File: src/rtl/fu_issue_seq.sv
// Issue sequencer for the 16-bit FU: owns the register file, PSR and PC, runs each
// micro-instruction as EXEC then INCPC. Optional macro FU_SEQ_ZERO_REG_EN hardwires R0 to zero.
module fu_issue_seq #(
    parameter int          NREGS    = 8,
    parameter int          RA_W     = 3,
    parameter logic [15:0] PC_RESET = 16'h0000
) (
    input  logic            clk,
    input  logic            rst_n,
    input  logic            req_valid,
    output logic            req_ready,
    input  logic [3:0]      req_opcode,
    input  logic [RA_W-1:0] req_rs,
    input  logic [RA_W-1:0] req_rt,
    input  logic [RA_W-1:0] req_rd,
    input  logic            req_imm_sel,
    input  logic [15:0]     req_imm,
    input  logic            req_setcc,
    output logic [15:0]     fu_a,
    output logic [15:0]     fu_b,
    output logic [3:0]      fu_opcode,
    input  logic [15:0]     fu_result,
    input  logic [3:0]      fu_status,
    output logic [3:0]      psr,
    output logic [15:0]     pc,
    output logic            done,
    input  logic [RA_W-1:0] dbg_addr,
    output logic [15:0]     dbg_data
);

    localparam logic [1:0] S_IDLE  = 2'b00;
    localparam logic [1:0] S_EXEC  = 2'b01;
    localparam logic [1:0] S_INCPC = 2'b10;
    localparam logic [3:0] OP_INCPC = 4'b1111;

`ifdef FU_SEQ_ZERO_REG_EN
    localparam bit ZERO_REG = 1'b1;
`else
    localparam bit ZERO_REG = 1'b0;
`endif

    logic [1:0]      state_reg;
    logic [3:0]      op_reg;
    logic [RA_W-1:0] rd_reg;
    logic            setcc_reg;
    logic [15:0]     fu_a_reg;
    logic [15:0]     fu_b_reg;
    logic [3:0]      fu_op_reg;
    logic [3:0]      psr_reg;
    logic [15:0]     pc_reg;
    logic            done_reg;
    logic [15:0]     regs [NREGS];
    logic [NREGS-1:0] wr_en;
    logic            accept;
    logic            exec_live;

    assign accept    = (state_reg == S_IDLE) && req_valid;
    // The INCPC opcode doubles as a NOP: EXEC leaves registers and flags alone.
    assign exec_live = (state_reg == S_EXEC) && (op_reg != OP_INCPC);

    genvar gi;
    generate
        for (gi = 0; gi < NREGS; gi++) begin : g_wr_en
            assign wr_en[gi] = exec_live && (rd_reg == RA_W'(gi)) && !(ZERO_REG && (gi == 0));
        end
    endgenerate

    always_ff @(posedge clk or negedge rst_n) begin
        if (!rst_n) begin
            for (int i = 0; i < NREGS; i++) regs[i] <= 16'h0000;
        end else begin
            for (int i = 0; i < NREGS; i++) begin
                if (wr_en[i]) regs[i] <= fu_result;
            end
        end
    end

    always_ff @(posedge clk or negedge rst_n) begin
        if (!rst_n) begin
            state_reg <= S_IDLE;
            op_reg    <= 4'h0;
            rd_reg    <= '0;
            setcc_reg <= 1'b0;
            fu_a_reg  <= 16'h0000;
            fu_b_reg  <= 16'h0000;
            fu_op_reg <= 4'h0;
            psr_reg   <= 4'h0;
            pc_reg    <= PC_RESET;
            done_reg  <= 1'b0;
        end else begin
            done_reg <= (state_reg == S_INCPC);
            case (state_reg)
                S_IDLE: begin
                    if (accept) begin
                        // Operands are sampled here so rd==rs/rt sees pre-write values.
                        op_reg    <= req_opcode;
                        rd_reg    <= req_rd;
                        setcc_reg <= req_setcc;
                        fu_a_reg  <= regs[req_rs];
                        fu_b_reg  <= req_imm_sel ? req_imm : regs[req_rt];
                        fu_op_reg <= req_opcode;
                        state_reg <= S_EXEC;
                    end
                end
                S_EXEC: begin
                    if (exec_live && setcc_reg) psr_reg <= fu_status;
                    fu_a_reg  <= pc_reg;
                    fu_b_reg  <= 16'h0000;
                    fu_op_reg <= OP_INCPC;
                    state_reg <= S_INCPC;
                end
                S_INCPC: begin
                    pc_reg    <= fu_result;
                    state_reg <= S_IDLE;
                end
                default: state_reg <= S_IDLE;
            endcase
        end
    end

    assign req_ready = (state_reg == S_IDLE) && rst_n;
    assign fu_a      = fu_a_reg;
    assign fu_b      = fu_b_reg;
    assign fu_opcode = fu_op_reg;
    assign psr       = psr_reg;
    assign pc        = pc_reg;
    assign done      = done_reg;
    assign dbg_data  = regs[dbg_addr];

endmodule

File: config.mk
export PLATFORM = sky130hd
export DESIGN_NAME = fu_issue_seq
export DESIGN_NICKNAME = d
export VERILOG_FILES = /design/src/rtl/fu_issue_seq.sv
export SDC_FILE = /design/constraint.sdc
export NUM_CORES = 1
export LEC_CHECK = 0
export ABC_AREA = 0
export CAP_MARGIN = 20
export CORE_MARGIN = 2
export CORE_UTILIZATION = 25
export CTS_CLUSTER_DIAMETER = 80
export DETAILED_ROUTE_END_ITERATION = 10
export PLACE_DENSITY = 0.49
export SYNTH_ARGS = -nofsm -noshare
export SYNTH_HDL_FRONTEND = slang
export SYNTH_SLANG_ARGS = --single-unit
File: constraint.sdc
create_clock -name clk -period 2.6 [get_ports clk]
set_clock_uncertainty 0.15 [all_clocks]
set_input_delay 0.52 -clock clk [delete_from_list [all_inputs] [get_ports clk]]
set_output_delay 0.52 -clock clk [all_outputs]
set_load 0.01 [all_outputs]
==> impl_metrics.ini, run 1 <==
[power]
peakVddDrop_uv = 403
power.static_leakage_nw = 6.00
cellPowerDensity_nw_per_um2 = 1010
totalPowerFinal_mw = 14.3

[sta]
timing.slew.headroom_pct = 55.1
number_of_hold_violations_in_the_final_report = 7
setup_tns_after_final_layout_ns = 0
slew_at_the_pin_closest_to_its_max_slew_limit_ns = 0.674
max_clock_freq_mhz = 394
shortest_period_the_worst_path_allows_ns = 2.54
finalCritPeriodShare_pct = 97.6
finalSetupViolCount = 0
finalMaxSlewViolations = 0
final.hold.worst_slack_ns = -0.00652
rsz_0062_raised_after_global_routing = no

[synthesis]
synth_fa_ha_area_share_pct = 0
synth_sequential_area_ratio_pct = 45.0
ys_ff_latch = 195
synth_top_area_cell = sky130_fd_sc_hd__dfrtp_1
synthArstFlopShare_pct = 100
synthSimpleGateAreaFrac_pct = 7.33
synth_edf_count = 0
post_synth.cell_area_avg_um2 = 13.2
post_synth_mux_area_share_pct = 37.3
synth.distinct_cells = 35
synth_warnings = 0
synth.area.top_cells = sky130_fd_sc_hd__dfrtp_1 45%, sky130_fd_sc_hd__mux2_2 17%, sky130_fd_sc_hd__mux4_2 10%
syn-instance-count = 822
syn_area_um2 = 10800
synth_top_family_by_area = multiplexers
synth-compound-area-share_pct = 7.27
synth_fp_nets = 879
synthDominantCellAreaShare_pct = 45.0
postSynth.topFlopCell = sky130_fd_sc_hd__dfrtp_1
yosys.area_share.xor_xnor_pct = 0

[flow_run]
cap_violations = 0

[worst_setup_path]
ff2ff_path_depth = 4
worstSetupPathType = input pin to output port
worst_setup_path_start_kind = input pin
worstPathMaxFanout = 16
timing.reg2reg.setup_slack_ns = 0.26
critical_path_arrival_ns = 1.87
critical_path.reg2reg.startpoint = state_reg[1]$_DFFE_PN0P_
endpoint_kind = output port
worstReg2RegEnd = regs[73]$_DFFE_PN0P_
critical_path_required_ns = 1.93

[floorplanning]
fp.coreArea_um2 = 43000
die-area_um2 = 45000
die_w_um = 212
start_util_pct = 25.2
placement_rows = 76
chipHeight_um = 212
io_pins = 131

[clocking]
cts_buffer_depth = 2
clkTransAtPathRegs_ns = 0.07
cts-root-buf = sky130_fd_sc_hd__clkbuf_16
tritoncts_clock_tree = yes
clock_sinks = 195
worst_skew_pair.late_latency_ns = 0.45
cts_made_buffers = 17
cts_max_level = 4

[layout]
layout-drive-gt1-share_pct = 39.7
post_layout_nonfiller_instances = 1611
layout_area_overhead_pct = 31.3
top_register = regs
number_of_inserted_diodes = 0
largest_register_ffs = 128
fin_area_um2 = 14200
finish.net_count = 1070

[route]
drt_drc_violations_left = 0
dr.first_iter.drc_count = 393
routed_via_density = 4.80
detail-route-antenna-nets = 0
route.vias.total = 7735
routed_wire_length_per_instance_um = 22.7
detail_route.wirelength_um = 36500
first_pass_iters = 4

[global_route]
first_global_vias = 7911
antenna_found_initial = 2
groute.usage.overall_pct = 16.6
wire_length_of_the_first_global_routing_pass_um = 54200
grt_start_max_net_pins = 103
global_route.overflow_total = 0

[place]
hpwl_um = 24300
postPlaceCellArea_um2 = 13200
placed_cells_incl_taps = 1534
globalplace.congestion = 0.782
input_output_buffers = 130

[min_path]
hold_path.class = input pin to async pin

[status]
failed_checks = hold timing
run_status = complete, but fails checks
## cell usage in the layout (no fill, tap or decap), types with 3 or more instances in the layout
cell	instances
sky130_fd_sc_hd__o22ai_1	48
sky130_fd_sc_hd__o21ai_0	15
sky130_fd_sc_hd__nand2_1	47
sky130_fd_sc_hd__o31a_1	16
sky130_fd_sc_hd__clkdlybuf4s50_1	109
sky130_fd_sc_hd__clkbuf_16	17
sky130_fd_sc_hd__bufinv_16	3
sky130_fd_sc_hd__dfrtp_1	195
sky130_fd_sc_hd__mux2i_1	64
sky130_fd_sc_hd__nor2b_1	33
sky130_fd_sc_hd__mux2_4	32
sky130_fd_sc_hd__clkinv_2	3
sky130_fd_sc_hd__a21oi_1	20
sky130_fd_sc_hd__nand3b_4	3
sky130_fd_sc_hd__buf_16	3
sky130_fd_sc_hd__buf_2	5
sky130_fd_sc_hd__a221o_1	16
sky130_fd_sc_hd__buf_12	17
sky130_fd_sc_hd__clkdlybuf4s15_1	11
sky130_fd_sc_hd__nand2b_1	20
sky130_fd_sc_hd__mux4_2	48
sky130_fd_sc_hd__mux2_2	164
sky130_fd_sc_hd__buf_4	89
sky130_fd_sc_hd__clkbuf_8	5
sky130_fd_sc_hd__nor3_1	16
## worst max-delay path, stage by stage
cell and delay [ns]:
sky130_fd_sc_hd__clkdlybuf4s50_1 0.50, sky130_fd_sc_hd__buf_12 0.20, sky130_fd_sc_hd__mux2_2 0.39, sky130_fd_sc_hd__clkdlybuf4s15_1 0.24
## layer usage
metal,share of wire (%),GRT usage [%],wire (µm),vias to the layer above
met2,48,27.0,17500,195
met1,46,22.7,16900,4009
met5,0.047,0,17,-
met3,4.2,2.36,1550,36
li1,-,-,-,3493
met4,1.7,5.14,635,2
## report_power, final
group	internal [mW]	switching [mW]
registers	4.38	1.22
clock network	1.62	1.23
logic	3.72	2.14
## layout make-up
cell class / instances / area, µm²
inverter: 1 / 3.75
clock inverter: 11 / 146
tap: 585 / 732
sequential: 195 / 4880
fill: 4351 / 28700
multi-input combinational: 560 / 5640
timing repair buffer: 238 / 2350
clock buffer: 21 / 480
## how the worst max path moves through the flow
| stage | startpoint | end |
|---|---|---|
| after detailed placement | dbg_addr[1] | dbg_data[6] |
| final | dbg_addr[2] | dbg_data[11] |
| after global placement | dbg_addr[1] | dbg_data[4] |
| after floorplan | dbg_addr[0] | dbg_data[10] |
| after CTS | regs[99]$_DFFE_PN0P_ | dbg_data[3] |
| after global routing | regs[43]$_DFFE_PN0P_ | dbg_data[11] |
## timing repair
item / CTS / global route
buffers inserted: 28 / 14
cloned: 3 / 0
resized for setup: 45 / 10
setup endpoints to repair: 16 / 10
hold buffers: 0 / 0
pin swaps: 0 / 0
## synth_stat cells (2+ instances only)
library cell	instances
sky130_fd_sc_hd__a21oi_1	20
sky130_fd_sc_hd__a221o_1	16
sky130_fd_sc_hd__buf_1	4
sky130_fd_sc_hd__buf_2	20
sky130_fd_sc_hd__buf_4	6
sky130_fd_sc_hd__buf_6	5
sky130_fd_sc_hd__clkbuf_1	31
sky130_fd_sc_hd__dfrtp_1	195
sky130_fd_sc_hd__mux2_2	166
sky130_fd_sc_hd__mux2_4	30
sky130_fd_sc_hd__mux2i_1	64
sky130_fd_sc_hd__mux4_2	48
sky130_fd_sc_hd__nand2_1	47
sky130_fd_sc_hd__nand2b_1	20
sky130_fd_sc_hd__nand3b_4	3
sky130_fd_sc_hd__nor2_1	2
sky130_fd_sc_hd__nor2b_1	34
sky130_fd_sc_hd__nor3_1	16
sky130_fd_sc_hd__nor3b_4	2
sky130_fd_sc_hd__o21ai_0	15
sky130_fd_sc_hd__o22ai_1	48
sky130_fd_sc_hd__o31a_1	16
sky130_fd_sc_hd__or2_2	2
## stage by stage
| step | utilization, % | hold slack (ns) | worst slack [ns] |
|---|---|---|---|
| final | 33.1 | -0.00652 | 0.0617 |
| after global routing | 33.1 | 0.0529 | 0.00871 |
| after CTS | 32.9 | 0.0416 | 0.000517 |
| after detailed placement | 30.7 | 0.317 | -0.501 |
| after global placement | 30.7 | 0.309 | -0.493 |
| after floorplan | - | 0.0744 | 0.0796 |
## kinds of logic (layout without fill, tap and decap cells)
family | after synthesis | in the layout
mux | 308 | 308
flops | 195 | 195
simple gates | 135 | 135
compound gates | 117 | 117
buf+inv | 67 | 271
Note: power is estimated with default switching activity, not from simulation.
==> inputs of run 2 (changes only) <==
Settings changed: CELL_PAD_IN_SITES_DETAIL_PLACEMENT set to 0, CELL_PAD_IN_SITES_GLOBAL_PLACEMENT set to 1, CORE_UTILIZATION 25 to 46, GPL_TIMING_DRIVEN set to 1, PLACE_DENSITY 0.49 to 0.87.
==> run 2 against run 1 <==
The flow now finishes without violations; utilization is 26 points higher; total power is 0.80% lower; worst setup slack worse by 0.046 ns; critical path depth is 1 lower; maximum frequency is 1.8% lower; sequential share of layout area is 1.4 points higher; critical endpoint is now dbg_data[9]; largest cell class unchanged; largest power group unchanged.
==> impl_metrics.ini, run 2 (synthesis gave the netlist of run 1 again) <==
[status]
run_status = complete, no violations

[sta]
finalMaxSlewViolations = 0
finalCritPeriodShare_pct = 99.4
shortest_period_the_worst_path_allows_ns = 2.58
max_clock_freq_mhz = 387
timing.slew.headroom_pct = 43.0
final_worst_slack_ns = 0.0156
rsz_0062_raised_after_global_routing = no
slew_at_the_pin_closest_to_its_max_slew_limit_ns = 0.855
finalSetupViolCount = 0
number_of_hold_violations_in_the_final_report = 0

[layout]
multiInputGateArea_um2 = 5640
post_layout_nonfiller_instances = 1324
mostFrequentLayoutCells = 195 x sky130_fd_sc_hd__dfrtp_1, 164 x sky130_fd_sc_hd__mux2_2, 109 x sky130_fd_sc_hd__clkdlybuf4s50_1
layout_area_overhead_pct = 26.2
fill_cells = 1836
number_of_inserted_diodes = 0
largest_register_ffs = 128
layout-drive-gt1-share_pct = 37.8
final_common_cell = sky130_fd_sc_hd__dfrtp_1
fin_area_um2 = 13700
top_register = regs
finish.net_count = 1049
sequential_cell_area_um2 = 4880

[place]
postPlaceCellArea_um2 = 12700
input_output_buffers = 130
dpl_worst_slack_ns = -0.472
globalplace.congestion = 0.854
placed_cells_incl_taps = 1250
hpwl_um = 19500

[clocking]
clock_sinks = 195
cts_max_level = 4
cts_buffer_depth = 2
cts_made_buffers = 17
clkTransAtPathRegs_ns = 0.07
worst_skew_pair.late_latency_ns = 0.44
cts-root-buf = sky130_fd_sc_hd__clkbuf_16
tritoncts_clock_tree = yes

[worst_setup_path]
critPathSlowestCell = sky130_fd_sc_hd__mux4_2
worstSetupPathType = flip-flop to output port
timing.critical_path.cells = mux4_2 -> mux2_2 -> dlygate4sd2_1
timing.reg2reg.setup_slack_ns = 0.20
critical_path_arrival_ns = 1.91
worst-path-buf-inv = 1
cpLargestDelayFamily = multiplexers
worst_setup_path_start_kind = flip-flop
endpoint_kind = output port
slowest_delay_ns = 0.47
worstPathMaxFanout = 4
critical_path_required_ns = 1.93

[floorplanning]
io_pins = 131
die_w_um = 158
fp.coreArea_um2 = 23300
placement_rows = 56
chipHeight_um = 158
die-area_um2 = 24800
start_util_pct = 46.5

[global_route]
first_global_vias = 7722
groute.usage.overall_pct = 25.0
grt_start_max_net_pins = 106
wire_length_of_the_first_global_routing_pass_um = 46100
global_route.overflow_total = 0
antenna_found_initial = 0

[power]
power.static_leakage_nw = 5.88
cellPowerDensity_nw_per_um2 = 1040
peakVddDrop_uv = 530

[route]
first_pass_iters = 7
routed_via_density = 5.92
detail-route-antenna-nets = 0
dr.first_iter.drc_count = 726
route.vias.total = 7843
detail_route.wirelength_um = 30800
drt_drc_violations_left = 0
routed_wire_length_per_instance_um = 23.3

[min_path]
hold_path.class = flip-flop to flip-flop

[flow_run]
cap_violations = 0
==> run 2: cell types whose count changed in the layout (fill, tap and decap cells not counted) <==
cell | before | now
sky130_fd_sc_hd__buf_4 | 89 | 73
sky130_fd_sc_hd__buf_12 | 17 | 10
sky130_fd_sc_hd__dlygate4sd2_1 | 0 | 6
sky130_fd_sc_hd__clkbuf_8 | 5 | 1
sky130_fd_sc_hd__buf_2 | 5 | 2
sky130_fd_sc_hd__inv_8 | 0 | 3
sky130_fd_sc_hd__buf_8 | 0 | 2
sky130_fd_sc_hd__clkbuf_2 | 2 | 0
sky130_fd_sc_hd__clkinv_2 | 3 | 1
sky130_fd_sc_hd__clkinv_4 | 1 | 3
sky130_fd_sc_hd__buf_6 | 1 | 0
sky130_fd_sc_hd__clkdlybuf4s15_1 | 11 | 10
sky130_fd_sc_hd__dlygate4sd3_1 | 0 | 1
sky130_fd_sc_hd__inv_6 | 2 | 3
==> run 2: power breakdown <==
part | leakage, nW | internal [mW] | total [mW] | switching, mW
Combinational | 3.23 | 3.67 | 5.73 | 2.06
Clock | 0.300 | 1.55 | 2.80 | 1.25
Sequential | 2.35 | 4.38 | 5.67 | 1.29
==> run 2: worst reg2reg max path: stages (launching register included) <==
cell and delay [ns]:
sky130_fd_sc_hd__dfrtp_1 0.44, sky130_fd_sc_hd__and2b_1 0.40, sky130_fd_sc_hd__and3_1 0.45, sky130_fd_sc_hd__nand3b_4 0.41
sky130_fd_sc_hd__mux2_4 0.43
==> run 2: per-stage QoR <==
step	setup TNS (ns)	util (%)	power (mW)	hold slack, ns
final	0	58.6	14.2	0.334
after global routing	0	58.6	14.9	0.361
after CTS	0	57.4	13.7	0.339
after detailed placement	-7.18	54.3	10.9	0.319
after global placement	-6.90	54.3	10.7	0.307
after floorplan	0	-	8.78	0.0744
==> run 2: per-layer routing <==
| metal | up-vias | global-route usage (%) | part of all wire, % |
|---|---|---|---|
| met3 | 56 | 4.90 | 6.8 |
| met4 | 0 | 8.44 | 2.4 |
| met2 | 376 | 39.9 | 47 |
| li1 | 3452 | - | - |
| met1 | 3959 | 34.4 | 43 |
| met5 | - | 0 | 0 |
==> run 2: path summary, 6_finish.rpt <==
kind | start | endpoint | cells after the start
setup / recovery | regs[89]$_DFFE_PN0P_ | dbg_data[9] | 3
hold / removal | setcc_reg$_DFFE_PN0P_ | setcc_reg$_DFFE_PN0P_ | 2
setup reg to reg | state_reg[1]$_DFFE_PN0P_ | regs[67]$_DFFE_PN0P_ | 4
hold reg to reg | setcc_reg$_DFFE_PN0P_ | setcc_reg$_DFFE_PN0P_ | 2
max in group asynchronous | rst_n | regs[105]$_DFFE_PN0P_ | 3
min in group asynchronous | rst_n | rd_reg[1]$_DFFE_PN0P_ | 3
==> run 2: timing repair <==
| item | 4_1_cts | 5_1_grt |
|---|---|---|
| setup buffers | 3 | 35 |
| pin swaps | 0 | 0 |
| endpoints found under the setup margin | 16 | 12 |
| endpoints found under the hold margin | 23 | 0 |
| hold buffers | 1 | 0 |
| gates cloned | 3 | 0 |
| gates resized for setup | 28 | 11 |
==> run 2: area by class of cell <==
type / count / share of cell area, %
clock inverters: 15 / 1.44
clock buffers: 17 / 3.11
inverters: 1 / 0.0274
repair buffers: 217 / 15.6
multi-input cells: 560 / 41.2
flip-flops and latches: 195 / 35.7
well taps: 319 / 2.92
==> inputs of run 3 (changes only) <==
Settings changed: CORE_UTILIZATION 46 to 42, PLACE_DENSITY 0.87 to 0.84.
Clock period 2.6 ns to 2.1 ns, I/O delays scaled along.
==> run 3 against run 2 <==
The flow now finishes with violations (setup timing); utilization is 0.086 points higher; non-clock buffer count increased by 120; combinational power is 64% higher; cell area increased by 8.4%; register-to-register slack got worse by 0.13 ns; clock-buffer cell count is the same; highest routed layer is now met5; wire length is 11% higher; sequential power is 16% higher; critical path type unchanged.
==> impl_metrics.ini, run 3 (synthesis gave the netlist of run 1 again) <==
[status]
run_status = complete, but fails checks
failed_checks = setup timing

[worst_setup_path]
worstReg2RegEnd = regs[51]$_DFFE_PN0P_
launching_instance_or_port_of_the_critical_path = regs[110]$_DFFE_PN0P_
worstSetupPathType = flip-flop to output port
worstPathMaxFanout = 2
worst_setup_path_start_kind = flip-flop
critical_path_required_ns = 1.53
crit_end = dbg_data[14]
critical_path_arrival_ns = 1.77
endpoint_kind = output port
critical_path.reg2reg.startpoint = state_reg[1]$_DFFE_PN0P_
timing.reg2reg.setup_slack_ns = 0.07
ff2ff_path_depth = 5

[route]
detail-route-antenna-nets = 0
detail_route.wirelength_um = 34300
routed_wire_length_per_instance_um = 23.6
first_pass_iters = 5
routed_via_density = 5.73
dr.first_iter.drc_count = 677
drt_drc_violations_left = 0
route.vias.total = 8332

[sta]
timing.slew.headroom_pct = 60.0
max_clock_freq_mhz = 427
rsz_0062_raised_after_global_routing = yes
finalMaxSlewViolations = 0
shortest_period_the_worst_path_allows_ns = 2.34
final_worst_slack_ns = -0.240
number_of_hold_violations_in_the_final_report = 0
finalCritPeriodShare_pct = 111
finalSetupViolCount = 16
slew_at_the_pin_closest_to_its_max_slew_limit_ns = 0.600

[power]
power.combinational.fraction_pct = 48.7
cellPowerDensity_nw_per_um2 = 1300
power.switching_fraction_pct = 32.5
share_of_total_power_in_sequential_cells_pct = 34.2
net-switching-power_mw = 6.28
peakVddDrop_uv = 674
power.static_leakage_nw = 6.60
share_clk_of_total_power_pct = 17.1
internal_power_mw = 13.0
totalPowerFinal_mw = 19.3

[layout]
fill_cells = 2041
fin_area_um2 = 14800
number_of_inserted_diodes = 0
finish.net_count = 1169
mostFrequentLayoutCells = 195 x sky130_fd_sc_hd__dfrtp_1, 177 x sky130_fd_sc_hd__buf_4, 151 x sky130_fd_sc_hd__mux2_2
post_layout_nonfiller_instances = 1455
layout_area_overhead_pct = 36.8
layout-drive-gt1-share_pct = 45.9
top_register = regs
final_common_cell = sky130_fd_sc_hd__dfrtp_1
largest_register_ffs = 128

[clocking]
clock_sinks = 195
cts_max_level = 4
cts_made_buffers = 17
cts_buffer_depth = 2
clkTransAtPathRegs_ns = 0.07
tritoncts_clock_tree = yes
worst_skew_pair.late_latency_ns = 0.44
cts-root-buf = sky130_fd_sc_hd__clkbuf_16

[place]
hpwl_um = 22400
postPlaceCellArea_um2 = 13800
input_output_buffers = 130
placed_cells_incl_taps = 1389
globalplace.congestion = 0.896
dpl_worst_slack_ns = -0.806

[min_path]
hold_path.class = flip-flop to flip-flop

[global_route]
global_route.overflow_total = 0
antenna_found_initial = 1
wire_length_of_the_first_global_routing_pass_um = 52000
first_global_vias = 8765
grt_start_max_net_pins = 89
groute.usage.overall_pct = 25.9

[floorplanning]
die_w_um = 165
fp.coreArea_um2 = 25300
io_pins = 131
placement_rows = 58
start_util_pct = 42.9
die-area_um2 = 27100
chipHeight_um = 165

[flow_run]
cap_violations = 0
run 3: cell types whose count changed in the layout (fill, tap and decap cells not counted), moves of 5 or more:
cell	previous run	this run
sky130_fd_sc_hd__buf_6	0	18
sky130_fd_sc_hd__mux2_2	164	151
sky130_fd_sc_hd__mux2_4	32	45
sky130_fd_sc_hd__buf_4	73	177
sky130_fd_sc_hd__dlygate4sd2_1	6	1
sky130_fd_sc_hd__clkdlybuf4s15_1	10	0
sky130_fd_sc_hd__buf_12	10	23
run 3: area by class of cell:
type / count / area (µm²) / area share, %
flip-flops and latches: 195 / 4880 / 32.9
repair buffers: 337 / 3260 / 22.0
inverters: 1 / 3.75 / 0.0253
clock inverters: 15 / 164 / 1.11
well taps: 330 / 413 / 2.78
multi-input cells: 560 / 5690 / 38.3
clock buffers: 17 / 425 / 2.87
run 3: power by group through the flow:
stage	Sequential (mW)	Clock, mW	Combinational, mW
after floorplan	6.71	0	4.17
after global placement	6.61	0	8.37
after detailed placement	6.64	0	8.57
after CTS	6.55	3.34	9.08
after global routing	6.74	3.51	9.99
final	6.59	3.31	9.40
run 3: critical path, cell delays in order, from the launching register on:
cell	delay, ns
sky130_fd_sc_hd__dfrtp_1	0.40
sky130_fd_sc_hd__mux4_2	0.48
sky130_fd_sc_hd__mux2_4	0.32
sky130_fd_sc_hd__buf_6	0.13
run 3: what timing repair did:
item | CTS | global route
pin swaps | 1 | 0
gates cloned | 3 | 1
hold endpoints to repair | 114 | 0
resized for setup | 102 | 10
setup endpoints to repair | 17 | 162
setup buffers | 15 | 13
hold buffers | 2 | 0
run 3: routing by layer:
layer,GRT usage (%),share of wire [%]
met1,35.3,43
met2,39.7,45
met3,6.78,9.0
met4,10.1,2.9
met5,0,0.038
run 3: worst min path at each step:
stage                               start               endpoint  slack (ns)  cells past startpoint
global route        op_reg[2]$_DFFE_PN0P_  op_reg[2]$_DFFE_PN0P_        0.34                      2
CTS                 op_reg[2]$_DFFE_PN0P_  op_reg[2]$_DFFE_PN0P_        0.33                      2
detailed placement                  rst_n    fu_a[2]$_DFFE_PN0P_        0.10                      1
finish              op_reg[2]$_DFFE_PN0P_  op_reg[2]$_DFFE_PN0P_        0.33                      2
global placement                    rst_n    fu_a[2]$_DFFE_PN0P_        0.10                      1
floorplan                           rst_n         done$_DFF_PN0_       -0.03                      0
run 3: per-stage QoR:
step	TNS (ns)	hold slack [ns]	util (%)
final	-3.18	0.327	58.7
after global routing	-3.71	0.343	58.7
after CTS	-3.36	0.332	58.2
after detailed placement	-16.37	0.105	54.7
after global placement	-16.10	0.101	54.7
after floorplan	0	-0.0256	-
